### src/rtl/priority_encoder_rr_if.sv
// Request/result handshake bundle for the priority encoder.
// Carries the request vector in and the encoded result out.
interface priority_encoder_rr_if #(
  parameter int N = 8
);
  localparam int W = $clog2(N);

  logic [N-1:0] req_in;
  logic         req_valid;
  logic         req_ready;
  logic [W-1:0] enc_out;
  logic [N-1:0] onehot_out;
  logic [W:0]   cnt_out;
  logic         zero_out;
  logic         multi_out;
  logic         out_valid;
  logic         out_ready;

  modport master (
    output req_in,
    output req_valid,
    output out_ready,
    input  req_ready,
    input  enc_out,
    input  onehot_out,
    input  cnt_out,
    input  zero_out,
    input  multi_out,
    input  out_valid
  );

  modport slave (
    input  req_in,
    input  req_valid,
    input  out_ready,
    output req_ready,
    output enc_out,
    output onehot_out,
    output cnt_out,
    output zero_out,
    output multi_out,
    output out_valid
  );
endinterface

### src/rtl/priority_encoder_rr.sv
// N-to-log2(N) priority encoder, fixed or round-robin.
// One-cycle registered result behind a valid/ready handshake.
module priority_encoder_rr #(
  parameter int N    = 8,
  parameter int MODE = 0
) (
  input logic                 clk,
  input logic                 rst,
  priority_encoder_rr_if.slave bus
);
  localparam int W = $clog2(N);

  logic [W-1:0] r_enc;
  logic [N-1:0] r_onehot;
  logic [W:0]   r_cnt;
  logic         r_zero;
  logic         r_multi;
  logic         r_valid;
  logic [W-1:0] r_ptr;

  logic         w_ready;
  logic         w_accept;
  logic [W-1:0] w_start;
  logic         w_found;
  logic [W-1:0] w_win;
  logic [N-1:0] w_onehot;
  logic [W:0]   w_cnt;
  logic [W-1:0] w_next_ptr;

  // No skid buffer: accept only when the result slot frees up.
  assign w_ready  = !r_valid || bus.out_ready;
  assign w_accept = bus.req_valid && w_ready;

  // Fixed priority is round-robin pinned to start at bit 0.
  assign w_start = (MODE == 1) ? r_ptr : '0;

  // Search upward from the start index, wrapping at N-1.
  always_comb begin
    int j;
    w_found = 1'b0;
    w_win   = '0;
    j       = 0;
    for (int k = 0; k < N; k++) begin
      j = int'(w_start) + k;
      if (j >= N) j = j - N;
      if (!w_found && bus.req_in[j]) begin
        w_found = 1'b1;
        w_win   = W'(j);
      end
    end
  end

  // Population count of the request vector.
  always_comb begin
    w_cnt = '0;
    for (int i = 0; i < N; i++) begin
      w_cnt = w_cnt + {{W{1'b0}}, bus.req_in[i]};
    end
  end

  assign w_onehot = w_found
    ? ({{(N-1){1'b0}}, 1'b1} << w_win)
    : '0;

  assign w_next_ptr = (w_win == W'(N-1))
    ? '0
    : w_win + W'(1);

  // Result registers, valid flag and round-robin pointer.
  always_ff @(posedge clk) begin
    if (rst) begin
      r_enc    <= '0;
      r_onehot <= '0;
      r_cnt    <= '0;
      r_zero   <= 1'b0;
      r_multi  <= 1'b0;
      r_valid  <= 1'b0;
      r_ptr    <= '0;
    end else if (w_accept) begin
      r_enc    <= w_win;
      r_onehot <= w_onehot;
      r_cnt    <= w_cnt;
      r_zero   <= !w_found;
      r_multi  <= (w_cnt > (W+1)'(1));
      r_valid  <= 1'b1;
      if (MODE == 1 && w_found) begin
        r_ptr <= w_next_ptr;
      end
    end else if (bus.out_ready) begin
      r_valid <= 1'b0;
    end
  end

  assign bus.req_ready  = w_ready;
  assign bus.enc_out    = r_enc;
  assign bus.onehot_out = r_onehot;
  assign bus.cnt_out    = r_cnt;
  assign bus.zero_out   = r_zero;
  assign bus.multi_out  = r_multi;
  assign bus.out_valid  = r_valid;
endmodule

### src/flat_wrapper.sv
// flat-port wrapper written by rule: the top's interface ports become plain ports
module priority_encoder_rr_flat 
#(
  parameter int N    = 8,
  parameter int MODE = 0
)
  (clk, rst, bus_req_in, bus_req_valid, bus_out_ready, bus_req_ready, bus_enc_out, bus_onehot_out, bus_cnt_out, bus_zero_out, bus_multi_out, bus_out_valid);
  priority_encoder_rr_if #(.N(N)) bus_i ();
  input logic clk;
  input logic rst;
  input wire logic [$bits(bus_i.req_in)-1:0] bus_req_in;
  input wire logic [$bits(bus_i.req_valid)-1:0] bus_req_valid;
  input wire logic [$bits(bus_i.out_ready)-1:0] bus_out_ready;
  output wire logic [$bits(bus_i.req_ready)-1:0] bus_req_ready;
  output wire logic [$bits(bus_i.enc_out)-1:0] bus_enc_out;
  output wire logic [$bits(bus_i.onehot_out)-1:0] bus_onehot_out;
  output wire logic [$bits(bus_i.cnt_out)-1:0] bus_cnt_out;
  output wire logic [$bits(bus_i.zero_out)-1:0] bus_zero_out;
  output wire logic [$bits(bus_i.multi_out)-1:0] bus_multi_out;
  output wire logic [$bits(bus_i.out_valid)-1:0] bus_out_valid;
  assign bus_i.req_in = bus_req_in;
  assign bus_i.req_valid = bus_req_valid;
  assign bus_i.out_ready = bus_out_ready;
  assign bus_req_ready = bus_i.req_ready;
  assign bus_enc_out = bus_i.enc_out;
  assign bus_onehot_out = bus_i.onehot_out;
  assign bus_cnt_out = bus_i.cnt_out;
  assign bus_zero_out = bus_i.zero_out;
  assign bus_multi_out = bus_i.multi_out;
  assign bus_out_valid = bus_i.out_valid;
  priority_encoder_rr #(.N(N), .MODE(MODE)) u_core (.clk(clk), .rst(rst), .bus(bus_i));
endmodule
### config.mk
export PLATFORM = sky130hd
export DESIGN_NAME = priority_encoder_rr_flat
export DESIGN_NICKNAME = d
export VERILOG_FILES = /design/src/rtl/priority_encoder_rr_if.sv /design/src/rtl/priority_encoder_rr.sv /design/src/flat_wrapper.sv
export SDC_FILE = /design/constraint.sdc
export NUM_CORES = 1
export LEC_CHECK = 0
export CORE_MARGIN = 2
export CORE_UTILIZATION = 42
export CTS_BUF_LIST = sky130_fd_sc_hd__clkbuf_8
export CTS_CLUSTER_DIAMETER = 30
export DETAILED_ROUTE_END_ITERATION = 16
export GPL_TIMING_DRIVEN = 0
export PLACE_DENSITY = 0.77
export SKIP_LAST_GASP = 1
export SLEW_MARGIN = 20
export SYNTH_ARGS = -nofsm -noshare
export SYNTH_HDL_FRONTEND = slang
export SYNTH_SLANG_ARGS = --single-unit
### constraint.sdc
create_clock -name clk -period 3.7 [get_ports clk]
set_input_delay 1.11 -clock clk [delete_from_list [all_inputs] [get_ports clk]]
set_output_delay 1.11 -clock clk [all_outputs]
set_load 0.02 [all_outputs]
# Yosys cells after proc, flatten, opt, wreduce, memory -nomap -nowiden
# Cells that the tools add are included.
[classes] addsub=7 mul=0 n_div=0 magnitude_cmp=1 n_eq_ne=0 shifts=1 muxes=18 n_bitwise=0 n_reduce_logical=19
[op_table] cell="$add A4 B1 Y4" n=6
[op_table] cell="$mux W3" n=6
[op_table] cell="$mux W1" n=11
[op_table] cell="$logic_not A1 Y1" n=9
[op_table] cell="$logic_and A1 B1 Y1" n=8
[op_table] cell="$mux W8" n=1
[op_table] cell="$shl A1 B3 Y8 const A" n=1
[op_table] cell="$gt A4 B1 Y1 const B" n=1
[op_table] cell="$add A1 B1 Y2" n=1
[op_table] cell="$reduce_bool A2 Y1" n=1
[op_table] cell="$logic_or A1 B1 Y1" n=1
[word_totals] ff_bits=18 latch_bits=0 mem_bits_rw=0 mem_bits_ro=0 in_bits=12 output_inout_bits=19 word_cells=52 mem_count=0

# Depth between registers and ports, before layout
# Gate-level depths: netlist (run 1).
[logic_depth] word_depth=24 mapped_depth=12 ltp_nobuf=12

# Worst setup path before layout (run 1)
# Ideal clock, no wire load.
[synth_path] kind="input to register" from="input bus_req_in[0]" to="register u_core.r_multi, in the netlist u_core.bus.multi_out" setup_time_ns=0.091 t_arrival_ns=3.460 required_time_ns=3.609 slack_ns=0.149 cell_stages=10 n_path_buf=0 cell_sequence="inv_1 > ha_1 > inv_1 > fa_1 > fa_1 > inv_1 > fa_1 > inv_1 > fa_1 > a311oi_1"
[synth_between] elab_chain_len=8
[synth_lines] element="start, declared" line_no="flat_wrapper.sv:11" source="input wire logic [$bits(bus_i.req_in)-1:0] bus_req_in;"
[synth_lines] element="$add A1 B1 Y2" line_no="priority_encoder_rr.sv:57" source="w_cnt = w_cnt + {{W{1'b0}}, bus.req_in[i]};"
[synth_lines] element="$add A4 B1 Y4 (6 in series)" line_no="priority_encoder_rr.sv:57"
[synth_lines] element="$gt A4 B1 Y1" line_no="priority_encoder_rr.sv:84" source="r_multi <= (w_cnt > (W+1)'(1));"
[synth_lines] element="end signal, assigned" line_no="priority_encoder_rr.sv:84"
[synth_lines] element="end, declared" line_no="priority_encoder_rr.sv:17" source="logic r_multi;"
# Every way passes these cells.
# A chain may end at the register's enable or synchronous reset.

# Worst setup path in the final report (run 1)
[layout_path] from="input bus_req_in[1]" to="register u_core.r_multi, in the netlist u_core.bus.multi_out"
# The elaborated chain is that of the path after synthesis.

==> results of run 1 <==
[registers in the layout (all words and copies together), names as in the netlist]
register               flops
u_core.bus.zero_out        1
u_core.bus.cnt_out         4
u_core.bus.out_valid       1
u_core.bus.multi_out       1
u_core.bus.onehot_out      8
u_core.bus.enc_out         3
[Yosys cell counts]
| library cell | instances |
|---|---|
| dfxtp_1 | 18 |
| nand2_1 | 17 |
| a21oi_1 | 16 |
| inv_1 | 13 |
| ha_1 | 5 |
| nand3_1 | 5 |
| nor2_1 | 5 |
| fa_1 | 4 |
| nand2b_1 | 4 |
| clkbuf_1 | 3 |
| nand4_1 | 3 |
| o21ai_0 | 3 |
| buf_2 | 2 |
| nand3b_1 | 2 |
| a2111o_1 | 1 |
| a211o_2 | 1 |
| a211oi_1 | 1 |
| a21o_1 | 1 |
| a22oi_1 | 1 |
| a311oi_1 | 1 |
| and2_1 | 1 |
| nor2b_1 | 1 |
| nor3_1 | 1 |
| nor3_4 | 1 |
| o21ai_2 | 1 |
| o311ai_0 | 1 |
| or3_2 | 1 |
| or3b_4 | 1 |
[where the power goes]
group / leakage (nW) / internal, W / switching (W)
Sequential: 0.147 / 0.000204 / 0.00000468
Combinational: 0.375 / 0.0000705 / 0.0000793
Clock: 0.0216 / 0.0000723 / 0.0000606
[stage by stage]
| stage | total power, W | hold WS [ns] | setup TNS [ns] | util |
|---|---|---|---|---|
| after global routing | 0.000521 | 0.484 | 0 | 0.621 |
| after floorplan | 0.000290 | 0.529 | 0 | - |
| after CTS | 0.000485 | 0.456 | 0 | 0.614 |
| after global placement | 0.000337 | 0.440 | -1.19 | 0.585 |
| final | 0.000491 | 0.452 | 0 | 0.621 |
| after detailed placement | 0.000343 | 0.447 | -1.49 | 0.585 |
[placed cells by master (no fill, tap or decap)]
| master | n |
|---|---|
| or3_2 | 1 |
| clkdlybuf4s50_1 | 25 |
| and2_1 | 1 |
| inv_2 | 3 |
| clkbuf_2 | 1 |
| a211oi_2 | 1 |
| ha_1 | 5 |
| clkbuf_8 | 3 |
| nand4_1 | 3 |
| or3b_4 | 1 |
| inv_1 | 10 |
| a21oi_1 | 16 |
| a21o_1 | 1 |
| dfxtp_1 | 18 |
| nor2b_1 | 1 |
| nand3b_1 | 2 |
| clkdlybuf4s15_2 | 1 |
| a311oi_2 | 1 |
| clkbuf_1 | 3 |
| fa_2 | 2 |
| buf_2 | 2 |
| o21ai_0 | 2 |
| nand2b_4 | 1 |
| nor3_1 | 1 |
| nand3_1 | 5 |
| buf_4 | 2 |
| a2111o_1 | 1 |
| nor2_1 | 5 |
| nand2_1 | 17 |
| nor3_4 | 1 |
| fa_1 | 2 |
| nand2b_1 | 3 |
| dlygate4sd2_1 | 2 |
| a22oi_1 | 1 |
| a211o_2 | 1 |
| o311ai_0 | 1 |
| o21ai_2 | 2 |
[how the worst max path moves through the flow]
stage,to,slack [ns]
3_5_place_dp,u_core.bus.cnt_out[1],-0.49
2_1_floorplan,u_core.bus.multi_out,0.15
5_1_grt,u_core.bus.multi_out,0.02
6_report,u_core.bus.multi_out,0.15
4_1_cts,u_core.bus.multi_out,0.002
3_3_place_gp,u_core.bus.multi_out,-0.42
[repair_timing]
| action | in CTS | in global routing |
|---|---|---|
| gates resized for setup | 14 | 4 |
| hold buffers | 0 | 0 |
| pin swaps | 7 | 5 |
| setup endpoints to repair | 3 | 3 |
| hold endpoints to repair | 0 | 0 |
| setup buffers | 1 | 1 |
[cell families (layout without fill, tap and decap cells)]
group                      Yosys count  after routing
and+or+nand+nor                     42             42
AOI/OAI and AO/OA                   27             27
DFF                                 18             18
buffers and inverters               18             52
adders and majority gates            9              9
[area by class of cell]
type,count,area share
multi-input combinational,78,0.408
sequential,18,0.265
timing repair buffer,31,0.220
inverter,13,0.0359
clock buffer,3,0.0304
tap,28,0.0258
buffer,5,0.0156
[routing by layer]
layer	GRT usage	wire length (um)	vias up
met1	0.234	981	431
met5	0	0	-
met4	0.123	62	0
met2	0.325	1080	23
li1	-	-	453
met3	0.0316	77	5
[critical path, stage by stage]
cell,delay (ns)
clkdlybuf4s15_2,0.19
inv_1,0.04
ha_1,0.29
inv_2,0.06
fa_1,0.42
fa_1,0.51
inv_2,0.04
fa_2,0.35
inv_2,0.06
fa_2,0.45
a311oi_2,0.19
==> impl_metrics.yaml, run 1 <==
setup_path:
  path_class: "primary input to flip-flop"
  worstReg2RegStart: "u_core.bus.out_valid"
  worstRegToRegCells: 6
  regToRegSetupSlack_ns: 2.23
  worstPathArrival_ns: 3.71
  worstReg2RegEnd: "u_core.bus.zero_out"
  start_kind: "primary input"
  cp_max_fo: 3
  startpoint: "bus_req_in[1]"
  cp_data_required_time_ns: 3.87
  end_kind: "flip-flop"
synthesis:
  yosysTopAreaCell: "dfxtp_1"
  avgSynthCellArea_sq_um: 8.40
  synthesis.area_sq_um: 957
  netlist.area_leader.share: 0.376
  synthTopCellsByArea: "dfxtp_1 38%, a21oi_1 8.4%, fa_1 8.4%"
  syn_nets: 135
  synthAdderAreaFrac: 0.149
  ys_warn_count: 0
  postSynthCellCount: 114
  seq_area_frac_synth: 0.376
  synthSimpleGateAreaFrac: 0.229
  synth_mux_area_frac: 0
  yosysUniqueCellTypes: 28
  yosys_register_bits: 18
  synth_xor_area_frac: 0
  synth_compound_area_frac: 0.173
  synth_top_family_by_area: "simple AND/OR/NAND/NOR gates"
place:
  dp_hpwl_mm: 1.68
  placed_cell_area_sq_mm: 0.00128
  placed_cells: 171
  place_ws_ns: -0.492
  io_buffer_count: 29
  gp_congestion: 0.889
final_layout:
  drive_gt1_frac: 0.155
  diodes: 0
  regArea_sq_um: 360
  syn2layout_area_growth_pct: 42.1
  final_cells: 176
  nFillCells: 192
  fin_nets: 171
  design_area_sq_mm: 0.00136
  multi_input_area_sq_um: 554
clock_network:
  htree_levels: 1
  cts_root_buf: "clkbuf_8"
  cts_sinks: 18
  cts_buffer_depth: 2
  insertion_delay_ns: 0.25
  clk_pin_slew_ns: 0.06
  cts_tree: "yes"
  numCtsBuffers: 3
hold_path:
  worstHoldStart: "u_core.bus.cnt_out[3]"
  hold_class: "flip-flop to flip-flop"
  min_path_cells: 2
  holdPathEnd: "u_core.bus.cnt_out[3]"
sta:
  relSlewSlack: 0.681
  finClkSkew_ns: 0.000557
  tightestPinTransition_ns: 0.478
  setup_violations: 0
  fmax_mhz: 282
  rsz0062_at_grt: "no"
  finalHoldViolCount: 0
  finalCritPeriodShare: 0.958
  slew_violations: 0
  fin_crit_ns: 3.55
  postLayoutSetupSlackWorst_ns: 0.155
pwr:
  p_leak_nw: 0.543
  vdd_drop_max_mv: 0.187
  pwr_density_cell_mw_per_mm2: 361
global_routing:
  grt-ovfl-total: 0
  grt_pass1_wl_mm: 3.84
  grtUsageTotal: 0.195
  antenna_found_initial: 0
  grt_max_degree: 11
  grt_pass1_vias: 930
drt:
  routedWlPerCell_um: 12.5
  drtIter0Drc: 8
  drt-total-wl_mm: 2.20
  ant_nets: 0
  via_count: 912
  drt_pre_antenna_iters: 4
  post_drt_via_cell_ratio: 5.18
  drc_errors: 0
floorplanning:
  die_area_sq_mm: 0.00268
  ios: 31
  start_util: 0.437
  die_h_um: 51.7
  rows: 17
  core_area_sq_mm: 0.00219
  die_x_um: 51.7
outcome:
  status: "finished, final reports clean"
job:
  drv_cap: 0
Note: power is estimated with default switching activity, not from simulation.
==> run 2: changes to the inputs <==
--- a/config.mk
+++ b/config.mk
@@ -12,8 +12,8 @@
 export DETAILED_ROUTE_END_ITERATION = 16
 export GPL_TIMING_DRIVEN = 0
 export PLACE_DENSITY = 0.77
+export RECOVER_POWER = 25
 export SKIP_LAST_GASP = 1
-export SLEW_MARGIN = 20
 export SYNTH_ARGS = -nofsm -noshare
 export SYNTH_HDL_FRONTEND = slang
 export SYNTH_SLANG_ARGS = --single-unit
==> run 2 against run 1 <==
  * Core utilization did not move
  * Via count did not move
  * Clock power barely moved
  * Non-clock buffer count did not move
  * First-iteration DRC count did not move
  * Sequential power barely moved
  * Count of clock-buffer cells in the layout did not move
  * Combinational power barely moved
  * Clock skew barely moved
  * Critical path type unchanged
  * Critical endpoint unchanged
  * Largest cell class unchanged
  * Highest routed layer unchanged
==> impl_metrics.yaml, run 2 (synthesis results as in run 1) <==
drt:
  post_drt_via_cell_ratio: 5.18
  drt-total-wl_mm: 2.20
  drtIter0Drc: 8
  drc_errors: 0
  drt_pre_antenna_iters: 4
  ant_nets: 0
  via_count: 912
  routedWlPerCell_um: 12.5
setup_path:
  path_class: "primary input to flip-flop"
  end_kind: "flip-flop"
  cp_max_fo: 3
  start_kind: "primary input"
  worstPathArrival_ns: 3.71
  cp_data_required_time_ns: 3.87
pwr:
  p_leak_nw: 0.569
  pwr_density_cell_mw_per_mm2: 360
  vdd_drop_max_mv: 0.186
  total_power_w: 0.000490
sta:
  hold_ws_ns: 0.452
  finClkSkew_ns: 0.000553
  setup-tns-final_ns: 0
  relSlewSlack: 0.681
  finalHoldViolCount: 0
  fin_crit_ns: 3.55
  fmax_mhz: 282
  rsz0062_at_grt: "no"
  tightestPinTransition_ns: 0.478
  slew_violations: 0
  finalCritPeriodShare: 0.958
  setup_violations: 0
floorplanning:
  start_util: 0.437
  ios: 31
  die_h_um: 51.7
  die_area_sq_mm: 0.00268
  rows: 17
  die_x_um: 51.7
  core_area_sq_mm: 0.00219
clock_network:
  cts_sinks: 18
  clk_pin_slew_ns: 0.06
  insertion_delay_ns: 0.25
  cts_root_buf: "clkbuf_8"
  cts_buffer_depth: 2
  htree_levels: 1
  numCtsBuffers: 3
  cts_tree: "yes"
  hold_buffers: 0
final_layout:
  largest_register_ffs: 8
  mostFrequentLayoutCell: "dfxtp_1"
  final_util: 0.621
  diodes: 0
  syn2layout_area_growth_pct: 42.1
  fin_nets: 171
  final_cell_mix: "18 x dfxtp_1, 17 x nand2_1, 16 x a21oi_1, 16 x clkdlybuf4s50_1, 10 x inv_1"
  regArea_sq_um: 360
  drive_gt1_frac: 0.155
  final_cells: 176
  multi_input_area_sq_um: 554
  nFillCells: 192
place:
  dp_hpwl_mm: 1.68
  placed_cells: 171
  gp_congestion: 0.889
  io_buffer_count: 29
global_routing:
  grtUsageTotal: 0.195
  grt_pass1_vias: 930
  grt-ovfl-total: 0
  grt_max_degree: 11
  grt_pass1_wl_mm: 3.84
  antenna_found_initial: 0
outcome:
  status: "finished, final reports clean"
hold_path:
  hold_class: "flip-flop to flip-flop"
job:
  drv_cap: 0
run 2: worst max-delay path, cell delays in order:
cell and delay, ns:
clkdlybuf4s15_2 0.19, inv_1 0.04, ha_1 0.29, inv_2 0.06, fa_1 0.42, fa_1 0.51
inv_2 0.04, fa_2 0.35, inv_2 0.06, fa_2 0.45, a311oi_2 0.19
run 2: final cells by class:
cell class                      instances  area share
Buffer                                  5      0.0156
Clock buffer                            3      0.0304
Inverter                               13      0.0359
Multi-Input combinational cell         78       0.408
Sequential cell                        18       0.265
Tap cell                               28      0.0258
Timing Repair Buffer                   31       0.220
run 2: metrics by stage:
stage          cell area [sq um]  setup WS (ns)
2_1_floorplan                957          0.149
3_3_place_gp                1280         -0.422
3_5_place_dp                1280         -0.492
4_1_cts                     1350        0.00191
5_1_grt                     1360         0.0176
6_report                    1360          0.154
run 2: worst paths after layout:
check / startpoint / to / slack [ns] / cells past startpoint
worst min-delay path: u_core.bus.cnt_out[3] / u_core.bus.cnt_out[3] / 0.45 / 2
worst max-delay path: bus_req_in[1] / u_core.bus.multi_out / 0.15 / 11
worst min register to register: u_core.bus.cnt_out[3] / u_core.bus.cnt_out[3] / 0.45 / 2
worst max register to register: u_core.bus.out_valid / u_core.bus.zero_out / 2.24 / 6
run 2: metal layers:
| metal | vias to the layer above | global-route usage | wire (um) |
|---|---|---|---|
| met5 | - | 0 | 0 |
| met4 | 0 | 0.123 | 62 |
| met3 | 5 | 0.0316 | 66 |
| met2 | 23 | 0.325 | 1080 |
| met1 | 431 | 0.234 | 986 |
| li1 | 453 | - | - |
run 2: what timing repair did:
item | CTS | global route
cloned | 0 | 0
endpoints found under the setup margin | 3 | 3
setup buffers | 1 | 1
pin swaps | 7 | 5
gates resized for setup | 14 | 4
run 2: where the power goes:
part | leakage (nW) | switching, W | internal [W]
Combinational | 0.401 | 0.0000793 | 0.0000693
Clock | 0.0216 | 0.0000606 | 0.0000723
Sequential | 0.147 | 0.00000451 | 0.000204
==> run 3: changes to the inputs <==
--- a/config.mk
+++ b/config.mk
@@ -11,9 +11,10 @@
 export CTS_CLUSTER_DIAMETER = 30
 export DETAILED_ROUTE_END_ITERATION = 16
 export GPL_TIMING_DRIVEN = 0
-export PLACE_DENSITY = 0.77
+export PLACE_DENSITY_LB_ADDON = 0.2
 export RECOVER_POWER = 25
 export SKIP_LAST_GASP = 1
+export SLEW_MARGIN = 20
 export SYNTH_ARGS = -nofsm -noshare
 export SYNTH_HDL_FRONTEND = slang
 export SYNTH_SLANG_ARGS = --single-unit
==> run 3 against run 2 <==
  * Maximum frequency shrank 1.3%
  * Worst hold slack lost 0.0038 ns
  * Core utilization shrank 0.23 points
  * Critical path type unchanged
  * Largest cell class unchanged
  * Highest routed layer unchanged
==> impl_metrics.yaml, run 3 (synthesis results as in run 1) <==
global_routing:
  grt_pass1_vias: 807
  antenna_found_initial: 0
  grt_pass1_wl_mm: 3.46
  grt_max_degree: 11
  grt-ovfl-total: 0
  grtUsageTotal: 0.173
final_layout:
  final_cells: 175
  final_cell_mix: "18 x dfxtp_1, 17 x nand2_1, 17 x clkdlybuf4s50_1"
  diodes: 0
  fin_nets: 169
  syn2layout_area_growth_pct: 41.6
  largest_register_ffs: 8
  drive_gt1_frac: 0.136
  mostFrequentLayoutCell: "dfxtp_1"
setup_path:
  worstReg2RegStart: "u_core.bus.out_valid"
  cp_max_fo: 2
  max_stage_delay_ns: 0.51
  cp_data_required_time_ns: 3.86
  regToRegSetupSlack_ns: 2.28
  start_kind: "primary input"
  worstRegToRegCells: 6
  path_class: "primary input to flip-flop"
  path_cells: "clkdlybuf4s15_2, inv_2, ha_4, inv_2, fa_1, fa_1, inv_2, fa_2, inv_2, fa_2, a311oi_1"
  worstPathArrival_ns: 3.75
  crit_slowest_cell: "fa_1"
  crit_top_cell: "inv_2"
  end_kind: "flip-flop"
  worstReg2RegEnd: "u_core.bus.onehot_out[7]"
place:
  placed_cells: 171
  io_buffer_count: 29
  dp_hpwl_mm: 1.65
  gp_congestion: 0.895
  place_ws_ns: -0.512
floorplanning:
  start_util: 0.437
  die_area_sq_mm: 0.00268
  rows: 17
  die_x_um: 51.7
  core_area_sq_mm: 0.00219
  die_h_um: 51.7
  ios: 31
pwr:
  seqPwrFrac: 0.417
  p_int_w: 0.000360
  p_leak_nw: 0.554
  p_comb_frac: 0.269
  clkPwrFrac: 0.314
  p_sw_frac: 0.279
  vdd_drop_max_mv: 0.203
  p_sw_w: 0.000139
  pwr_density_cell_mw_per_mm2: 368
  total_power_w: 0.000499
clock_network:
  hold_buffers: 0
  cts_buffer_depth: 2
  cts_tree: "yes"
  cts_root_buf: "clkbuf_8"
  numCtsBuffers: 3
  htree_levels: 1
  clk_pin_slew_ns: 0.07
  insertion_delay_ns: 0.25
  cts_sinks: 18
  post_cts_buffers: 0
drt:
  top_layer_used: "met4"
  drt-total-wl_mm: 2.03
  met3WireLength_um: 104
  ant_nets: 0
  drt_pre_antenna_iters: 5
  wirelength_met1_um: 914
  drc_errors: 0
  routedWlPerCell_um: 11.6
  post_drt_via_cell_ratio: 5.12
  wl_met2_um: 974
  via_count: 896
  drtIter0Drc: 25
job:
  drv_cap: 0
sta:
  slew_violations: 0
  finalCritPeriodShare: 0.971
  setup-tns-final_ns: 0
  relSlewSlack: 0.712
  fin_crit_ns: 3.59
  setup_violations: 0
  finClkSkew_ns: 0.00448
  fmax_mhz: 278
  tightestPinTransition_ns: 0.432
  postLayoutSetupSlackWorst_ns: 0.108
  finalHoldViolCount: 0
hold_path:
  min_path_cells: 2
  holdPathEnd: "u_core.bus.zero_out"
  worstHoldStart: "u_core.bus.zero_out"
  hold_class: "flip-flop to flip-flop"
outcome:
  status: "finished, final reports clean"
run 3: changes by cell type in the layout (fill, tap and decap cells not counted), sizes merged:
cell,before,now
buf,4,2
dlygate4sd3,9,8
clkdlybuf4s50,16,17
clkbuf,7,8
run 3: what timing repair did:
action                                  CTS  global route
gates resized for setup                  16             2
pin swaps                                 7             3
gates cloned                              0             0
endpoints found under the setup margin    3             2
run 3: worst max-delay path by stage:
stage,cells past startpoint,end,start
global placement,11,u_core.bus.multi_out,bus_req_in[0]
global route,13,u_core.bus.multi_out,bus_req_in[0]
detailed placement,11,u_core.bus.multi_out,bus_req_in[1]
CTS,11,u_core.bus.multi_out,bus_req_in[0]
floorplan,10,u_core.bus.multi_out,bus_req_in[0]
finish,11,u_core.bus.multi_out,bus_req_in[0]
run 3: power by group through the flow:
stage	sequential [W]	clock (W)	combinational (W)
2_1_floorplan	0.000225	0	0.0000648
3_3_place_gp	0.000212	0	0.000125
3_5_place_dp	0.000213	0	0.000128
4_1_cts	0.000208	0.000161	0.000134
5_1_grt	0.000210	0.000171	0.000152
6_report	0.000208	0.000157	0.000134
run 3: per-layer routing:
layer	up-vias	GRT usage
met5	-	0
met4	0	0.0877
met3	4	0.0259
met2	31	0.276
met1	410	0.228
li1	451	-
run 3: through the flow:
step	instance area (sq um)	utilization	hold WS (ns)
2_1_floorplan	957	-	0.529
3_3_place_gp	1280	0.585	0.439
3_5_place_dp	1280	0.585	0.445
4_1_cts	1350	0.615	0.453
5_1_grt	1360	0.619	0.481
6_report	1360	0.619	0.448
run 3: worst max-delay path: cells and delay by family:
family / cells / cell delay [ns]
buffers and inverters: 5 / 0.38
adder cells (fa/ha/maj): 5 / 2.04
AO/OA/AOI/OAI: 1 / 0.22
run 3: final cells by class:
type	instances	area (sq um)
well taps	28	35.0
fillers	189	836
flip-flops and latches	18	360
plain buffers	5	20.0
clock buffers	4	55.1
inverters	13	48.8
multi-input cells	78	552
repair buffers	29	284
